**src/rtl/stack_param_if.sv**
```systemverilog
// Command/data bus between a command source (master) and the LIFO stack (slave).
interface stack_param_if #(
  parameter int WIDTH = 4,
  parameter int DEPTH = 5
);
  localparam int IW = $clog2(DEPTH);
  localparam int CW = $clog2(DEPTH + 1);

  logic [1:0]       COMMAND;
  logic [IW-1:0]    INDEX;
  logic [WIDTH-1:0] DATA_IN;
  logic [WIDTH-1:0] DATA_OUT;
  logic             DATA_VALID;
  logic [CW-1:0]    COUNT;
  logic             FULL;
  logic             EMPTY;
  logic             ERROR;

  modport master (
    output COMMAND, INDEX, DATA_IN,
    input  DATA_OUT, DATA_VALID, COUNT, FULL, EMPTY, ERROR
  );

  modport slave (
    input  COMMAND, INDEX, DATA_IN,
    output DATA_OUT, DATA_VALID, COUNT, FULL, EMPTY, ERROR
  );
endinterface

```
**src/rtl/stack_param.sv**
```systemverilog
// Parametrised LIFO stack over a circular buffer: NOP/PUSH/POP/GET commands,
// registered read port, occupancy flags and one-cycle error pulse.
module stack_param #(
  parameter int WIDTH = 4,
  parameter int DEPTH = 5,
  parameter bit WRAP  = 1'b1,
  parameter int IW    = $clog2(DEPTH),
  parameter int CW    = $clog2(DEPTH + 1)
) (
  input  logic        CLK,
  input  logic        RESET,
  stack_param_if.slave bus
);
  localparam logic [1:0] CMD_NOP  = 2'b00;
  localparam logic [1:0] CMD_PUSH = 2'b01;
  localparam logic [1:0] CMD_POP  = 2'b10;
  localparam logic [1:0] CMD_GET  = 2'b11;

  localparam logic [CW-1:0] DEPTH_C = CW'(DEPTH);
  localparam logic [IW-1:0] LAST_C  = IW'(DEPTH - 1);

  logic [WIDTH-1:0] mem [DEPTH];
  logic [IW-1:0]    top;
  logic [CW-1:0]    cnt;
  logic [WIDTH-1:0] dout;
  logic             vld;
  logic             err;

  logic          full, empty;
  logic [IW-1:0] top_inc, top_dec, get_addr;
  logic [IW:0]   diff;
  logic          idx_ok;

  assign full    = (cnt == DEPTH_C);
  assign empty   = (cnt == '0);
  assign top_inc = (top == LAST_C) ? '0 : top + IW'(1);
  assign top_dec = (top == '0) ? LAST_C : top - IW'(1);

  // Borrow out of the IW+1-bit subtraction means TOP-INDEX went negative;
  // adding DEPTH folds it back into range for any DEPTH, not just powers of 2.
  assign diff     = {1'b0, top} - {1'b0, bus.INDEX};
  assign get_addr = diff[IW] ? diff[IW-1:0] + IW'(DEPTH) : diff[IW-1:0];
  assign idx_ok   = ((CW+1)'(bus.INDEX) < {1'b0, cnt});

  always_ff @(posedge CLK or negedge RESET) begin
    if (!RESET) begin
      top  <= LAST_C;
      cnt  <= '0;
      dout <= '0;
      vld  <= 1'b0;
      err  <= 1'b0;
      for (int i = 0; i < DEPTH; i++) mem[i] <= '0;
    end else begin
      vld <= 1'b0;
      err <= 1'b0;
      case (bus.COMMAND)
        CMD_NOP: ;
        CMD_PUSH: begin
          // On full with WRAP the pointer advances onto the oldest entry.
          if (!full || WRAP) begin
            top          <= top_inc;
            mem[top_inc] <= bus.DATA_IN;
            if (!full) cnt <= cnt + CW'(1);
          end else begin
            err <= 1'b1;
          end
        end
        CMD_POP: begin
          if (!empty) begin
            dout <= mem[top];
            vld  <= 1'b1;
            top  <= top_dec;
            cnt  <= cnt - CW'(1);
          end else begin
            dout <= '0;
            err  <= 1'b1;
          end
        end
        CMD_GET: begin
          if (idx_ok) begin
            dout <= mem[get_addr];
            vld  <= 1'b1;
          end else begin
            dout <= '0;
            err  <= 1'b1;
          end
        end
        default: ;
      endcase
    end
  end

  assign bus.DATA_OUT   = dout;
  assign bus.DATA_VALID = vld;
  assign bus.COUNT      = cnt;
  assign bus.FULL       = full;
  assign bus.EMPTY      = empty;
  assign bus.ERROR      = err;
endmodule

```
**src/flat_wrapper.sv**
```systemverilog
// flat-port wrapper written by rule: the top's interface ports become plain ports
module stack_param_flat 
#(
  parameter int WIDTH = 4,
  parameter int DEPTH = 5,
  parameter bit WRAP  = 1'b1,
  parameter int IW    = $clog2(DEPTH),
  parameter int CW    = $clog2(DEPTH + 1)
)
  (CLK, RESET, bus_COMMAND, bus_INDEX, bus_DATA_IN, bus_DATA_OUT, bus_DATA_VALID, bus_COUNT, bus_FULL, bus_EMPTY, bus_ERROR);
  stack_param_if #(.WIDTH(WIDTH), .DEPTH(DEPTH)) bus_i ();
  input  logic CLK;
  input  logic RESET;
  input wire logic [$bits(bus_i.COMMAND)-1:0] bus_COMMAND;
  input wire logic [$bits(bus_i.INDEX)-1:0] bus_INDEX;
  input wire logic [$bits(bus_i.DATA_IN)-1:0] bus_DATA_IN;
  output wire logic [$bits(bus_i.DATA_OUT)-1:0] bus_DATA_OUT;
  output wire logic [$bits(bus_i.DATA_VALID)-1:0] bus_DATA_VALID;
  output wire logic [$bits(bus_i.COUNT)-1:0] bus_COUNT;
  output wire logic [$bits(bus_i.FULL)-1:0] bus_FULL;
  output wire logic [$bits(bus_i.EMPTY)-1:0] bus_EMPTY;
  output wire logic [$bits(bus_i.ERROR)-1:0] bus_ERROR;
  assign bus_i.COMMAND = bus_COMMAND;
  assign bus_i.INDEX = bus_INDEX;
  assign bus_i.DATA_IN = bus_DATA_IN;
  assign bus_DATA_OUT = bus_i.DATA_OUT;
  assign bus_DATA_VALID = bus_i.DATA_VALID;
  assign bus_COUNT = bus_i.COUNT;
  assign bus_FULL = bus_i.FULL;
  assign bus_EMPTY = bus_i.EMPTY;
  assign bus_ERROR = bus_i.ERROR;
  stack_param #(.WIDTH(WIDTH), .DEPTH(DEPTH), .WRAP(WRAP), .IW(IW), .CW(CW)) u_core (.CLK(CLK), .RESET(RESET), .bus(bus_i));
endmodule
```
**config.mk**
```make
export PLATFORM = sky130hd
export DESIGN_NAME = stack_param_flat
export DESIGN_NICKNAME = d
export VERILOG_FILES = /design/src/rtl/stack_param_if.sv /design/src/rtl/stack_param.sv /design/src/flat_wrapper.sv
export SDC_FILE = /design/constraint.sdc
export NUM_CORES = 1
export LEC_CHECK = 0
export CAP_MARGIN = 20
export CORE_ASPECT_RATIO = 0.8
export CORE_UTILIZATION = 55
export DETAILED_ROUTE_END_ITERATION = 10
export PLACE_DENSITY_LB_ADDON = 0.1
export SLEW_MARGIN = 20
export SYNTH_ARGS = -nofsm -noshare
export SYNTH_HDL_FRONTEND = slang
export SYNTH_SLANG_ARGS = --single-unit
```
**constraint.sdc**
```tcl
create_clock -name CLK -period 3.5 [get_ports CLK]
set_clock_uncertainty 0.1 [all_clocks]
set_input_delay 0.7 -clock CLK [delete_from_list [all_inputs] [get_ports CLK]]
set_output_delay 0.7 -clock CLK [all_outputs]
set_load 0.02 [all_outputs]
```
# Yosys cells after proc, flatten, opt, wreduce, memory -nomap -nowiden
# Cells that the tools add are included.
# classes
addsub,6
order_cmp,5
n_eq_ne,7
n_mux,26
n_bitwise,3
n_reduce_logical,7
# ops
op,count
$mux 4,7
$bmux 4 s3,2
$bwmux 20,1
$mux 3,6
$demux 4 s3,1
$ge 4x4->1 const B,3
$not 3->4,3
$pmux 3 s2,2
$pmux 4 s2,1
$add 3x1->3 const B,2
$eq 3x3->1 const B,2
$logic_not 3->1,2
$sub 3x1->3 const B,2
$eq 2x2->1 const B,2
$lt 4x1->1 const B,1
$mux 1,4
$ne 2x2->1 const B,2
$pmux 1 s2,2
$reduce_bool 2->1,2
$sub 3x3->4,1
$add 3x3->3 const B,1
$lt 3x3->1,1
$reduce_and 3->1,1
$eq 2x1->1 const B,1
other kinds (2),2
# word_totals
reg_bits,32
inputBits,11
output_inout_bits,11
elab_cells,64

# Longest topological paths before layout
# logic_depth
depth_word,9
ltp_mapped,11
ltp_nobuf,10

# Worst setup path after synthesis
# Ideal clock, no wire load.
# synth_timing
path_kind,register to register
startpoint,register u_core.top[0]
endpoint,"register u_core.dout[0], in the netlist u_core.bus.DATA_OUT[0]"
setup_time_ps,126
arrival_ps,2772
required_ps,3274
slack_ps,502
stages_incl_launch_ff,10
n_path_buf,2
synth_period_minus_slack_ps,2998
cell_sequence,dfrtp_1 -> buf_4 -> inv_1 -> ha_1 -> inv_1 -> fa_1 -> buf_6 -> mux4_1 -> mux2_2 -> a221o_1
# synth_between
elab_chain_cells,9
elab_cells_between_ends,14
cone_classes,add/sub (2); mux (10); bitwise (2)
# synth_lines
item,line,rtl
"start, declared",stack_param.sv:23,logic [IW-1:0] top;
"start signal, assigned",stack_param.sv:61,top <= top_inc;
"start signal, assigned",stack_param.sv:72,top <= top_dec;
$sub 3x3->4,stack_param.sv:41,"assign diff = {1'b0, top} - {1'b0, bus.INDEX};"
$add 3x3->3,stack_param.sv:42,assign get_addr = diff[IW] ? diff[IW-1:0] + IW'(DEPTH) : diff[IW-1:0];
$mux 3,stack_param.sv:42,
$not 3->4 (implied by the code),stack_param.sv:81,dout <= mem[get_addr];
$bmux 4 s3,stack_param.sv:81,
$mux 4 (implied by the code) (2 in a row),stack_param.sv:81,
$mux 4,stack_param.sv:80,if (idx_ok) begin
$pmux 4 s2 *,stack_param.sv:56,case (bus.COMMAND)
"end signal, assigned",stack_param.sv:70,dout <= mem[top];
"end signal, assigned",stack_param.sv:81,
"end, declared",stack_param.sv:25,logic [WIDTH-1:0] dout;
# Mark *: on every way between the ends. The rest lies on a longest branch, timed or not. The select of a mux whose other input is x is not followed.
# A chain may end at the register's enable or synchronous reset.

# Worst setup path after layout
# layout_timing
startpoint,input bus_INDEX[0]
endpoint,"register u_core.dout[2], in the netlist u_core.bus.DATA_OUT[2]"
# layout_between
elab_chain_cells,9
elab_cells_between_ends,10
cone_classes,add/sub (2); order compare (1); mux (6); bitwise (1)
# layout_lines
item,line,rtl
"start, declared",flat_wrapper.sv:15,input wire logic [$bits(bus_i.INDEX)-1:0] bus_INDEX;
$sub 3x3->4,stack_param.sv:41,
$add 3x3->3,stack_param.sv:42,
$mux 3,stack_param.sv:42,
$not 3->4 (implied by the code),stack_param.sv:81,
$bmux 4 s3,stack_param.sv:81,
$mux 4 (implied by the code) (2 in a row),stack_param.sv:81,
$mux 4 *,stack_param.sv:80,
$pmux 4 s2 *,stack_param.sv:56,
# Marks and branches as above.

==> impl_metrics.tcl <==
set metrics [dict create \
    outcome "finished, final reports clean" \
    cp_cell_sequence "clkdlybuf4s50_1 > ha_1 > inv_1 > fa_1 > ha_1 > or3_2 > a21oi_1 > a221o_1" \
    first_global_vias 1679 \
    synth.yosys.seq_area_share_pct 35.7 \
    yosysTopAreaCell "dfrtp_1" \
    seq_area_sq_um 802 \
    p_clk_share_pct 14.0 \
    drv_slew 0 \
    core_area_sq_um 3850 \
    yosys_register_bits 32 \
    synth.cell_area_sq_um 2250 \
    syn_area_per_cell_sq_um 11.3 \
    synth_most_common_cell "dfrtp_1" \
    drive_gt1_share_pct 21.7 \
    ys_top_cells_by_count "31 x dfrtp_1, 28 x mux2_2, 15 x nor2_1, 12 x ha_1, 12 x inv_1" \
    crit_family "adder cells" \
    slowest_delay_ps 680 \
    drc 0 \
    portBuffers 21 \
    syn-instance-count 199 \
    ir_drop_v 0.000463 \
    vias 1675 \
    synth_warnings 0 \
    holdWs_ps 417 \
    p_leak_nw 1.12 \
    synth_edf_count 0 \
    p_per_area_nw_per_um2 979 \
    netlist.area_leader.share_pct 34.5 \
    drt_iter0_markers 118 \
    die_h_microns 59.2 \
    p_int_mw 1.55 \
    slowest_stage "fa_1" \
    cts_hold_buf 0 \
    cts_tree "done" \
    clock-root-buffer "clkbuf_8" \
    critPathKind "in -> reg" \
    slew-limit-headroom_pct 54.0 \
    grt_antenna_before_repair 0 \
    worst_slew_pin_slew_ps 683 \
    grt_overflow 0 \
    final.fill_count 302 \
    grt_max_degree 33 \
    fin_cells 281 \
    multi_input_area_sq_um 1350 \
    yosys_most_used_dff "dfrtp_1" \
    clkSlewWorstSetupHoldPaths_ps 70 \
    hold_path_class "reg -> reg" \
    grt.busiest_layer "met2" \
    cts_resized 0 \
    min_period_ps 3310 \
    routed_wl_microns 4800 \
    final_core_util_pct 68.2 \
    postRouteAntennaNets 0 \
    clk_latency_ps 290 \
    timing.final.crit_share_pct 94.6 \
    diodes 0 \
    worst_ep_arrival_time_ps 3440 \
    die-area_sq_um 4350 \
    crit_buf_inv 2 \
    grtUsageTotal_pct 25.9 \
    cts_buffer_depth 2 \
    routedWlPerCell_microns 17.1 \
    grt.met2_usage_pct 38.3 \
    h-tree-depth 2 \
    dp.cells 273 \
    clock.fmax_ghz 0.302 \
    dieWidth_microns 73.5 \
    end_kind "register" \
    start_kind "primary input" \
    io_pins 22 \
    cp.required_ps 3630 \
    seqPwrFrac_pct 29.8 \
    area_growth_pct 16.9 \
    power.switching_mw 1.03 \
    synth.area.top_cells "dfrtp_1 35%, mux2_2 14%, mux4_1 9.4%, ha_1 6.7%, nor2_1 2.5%" \
    p_total_mw 2.57 \
    worstPathMaxFanout 6 \
    rsz0062_at_grt "false" \
    global_route.usage.met3_pct 6.12 \
    nets 250 \
    post_cts_buffers 0 \
    gp_congestion 0.783 \
    clkSinkCount 32 \
    sw_frac_of_total_pct 39.9 \
    num_rows 20 \
    setup_viol_count_final 0 \
    dpl.hpwl_microns 3710 \
    finalHoldViolCount 0 \
    start_util_pct 58.3 \
    drv_cap 0 \
    dr.pass1.iters 4 \
    synthesis.nets 224 \
    synth.distinct_cells 40 \
    synthArstFlopShare_pct 100 \
    vias_per_cell 5.96 \
    combPwrFrac_pct 56.2 \
    cts_made_buffers 5 \
    path_common_cell "ha_1" \
    grt_use_met1_pct 37.8 \
    grt_pass1_wl_microns 8250 \
    finalSetupTns_ps 0 \
]
registers in the layout, summed over array words and instances (netlist names):
register / count
u_core.bus.DATA_VALID: 1
u_core.mem: 20
u_core.bus.COUNT: 3
u_core.bus.DATA_OUT: 4
u_core.bus.ERROR: 1
u_core.top: 3
per-layer routing:
metal  routed length, microns  vias up
met3                      240        5
met2                     2100       45
met1                     2420      841
met4                       38        0
met5                        0        -
li1                         -      784
power groups by stage:
stage,Sequential [mW],Combinational [mW],Clock [mW]
finish,0.767,1.45,0.360
detailed placement,0.766,1.43,0
global route,0.793,1.58,0.379
CTS,0.758,1.44,0.367
global placement,0.747,1.38,0
floorplan,0.731,1.10,0
layout make-up:
| class | count | share of cell area [%] |
|---|---|---|
| Tap cell | 55 | 2.62 |
| Clock inverter | 3 | 1.62 |
| Sequential cell | 32 | 30.5 |
| Multi-Input combinational cell | 148 | 51.5 |
| Inverter | 12 | 1.71 |
| Clock buffer | 5 | 2.62 |
| Timing Repair Buffer | 26 | 9.43 |
stage by stage:
| step | setup slack [ps] | area [sq um] |
|---|---|---|
| global placement | -28.2 | 2520 |
| finish | 189 | 2630 |
| CTS | 213 | 2630 |
| detailed placement | -72.3 | 2520 |
| floorplan | 502 | 2250 |
| global route | 58.2 | 2630 |
worst reg2reg max path, cell delays in order, from the launching register on:
cell	delay (ps)
dfrtp_1	380
inv_1	200
ha_1	210
inv_1	50
fa_1	680
ha_1	350
or3_2	460
a21oi_1	300
a221o_1	220
layout by cell type (no fill, tap or decap), drive strengths merged, types with 3 or more instances in the layout:
cell type,count
o21ai,7
xnor2,4
mux4,8
mux2,28
a221o,4
clkbuf,5
nor2,15
a31oi,5
nor3b,4
nand2b,4
nand3,3
inv,12
and2,4
nor3,4
nand2,10
a21oi,9
buf,5
mux2i,4
dfrtp,31
clkdlybuf4s50,21
ha,12
nor2b,6
path summary, 6_finish.rpt:
path,startpoint,depth (start not counted),slack [ps],to
hold reg to reg,u_core.bus.COUNT[2],1,420,u_core.bus.COUNT[2]
setup / recovery,bus_INDEX[0],8,190,u_core.bus.DATA_OUT[2]
setup reg to reg,u_core.top[0],8,480,u_core.bus.DATA_OUT[2]
max in group asynchronous,RESET,2,2270,u_core.top[2]
hold / removal,u_core.bus.COUNT[2],1,420,u_core.bus.COUNT[2]
min in group asynchronous,RESET,2,700,u_core.bus.COUNT[1]
cell families (layout without fill, tap and decap cells):
kind of cell | after synthesis | count (layout) | synth area share (%)
xor+xnor | 5 | 5 | 1.95
buf+inv | 19 | 46 | 4.12
flops | 32 | 32 | 35.7
simple gates | 53 | 53 | 12.1
compound gates | 36 | 36 | 12.5
mux | 40 | 40 | 25.2
fa+ha+maj | 14 | 14 | 8.46
Power figures use the tool's default switching activity.
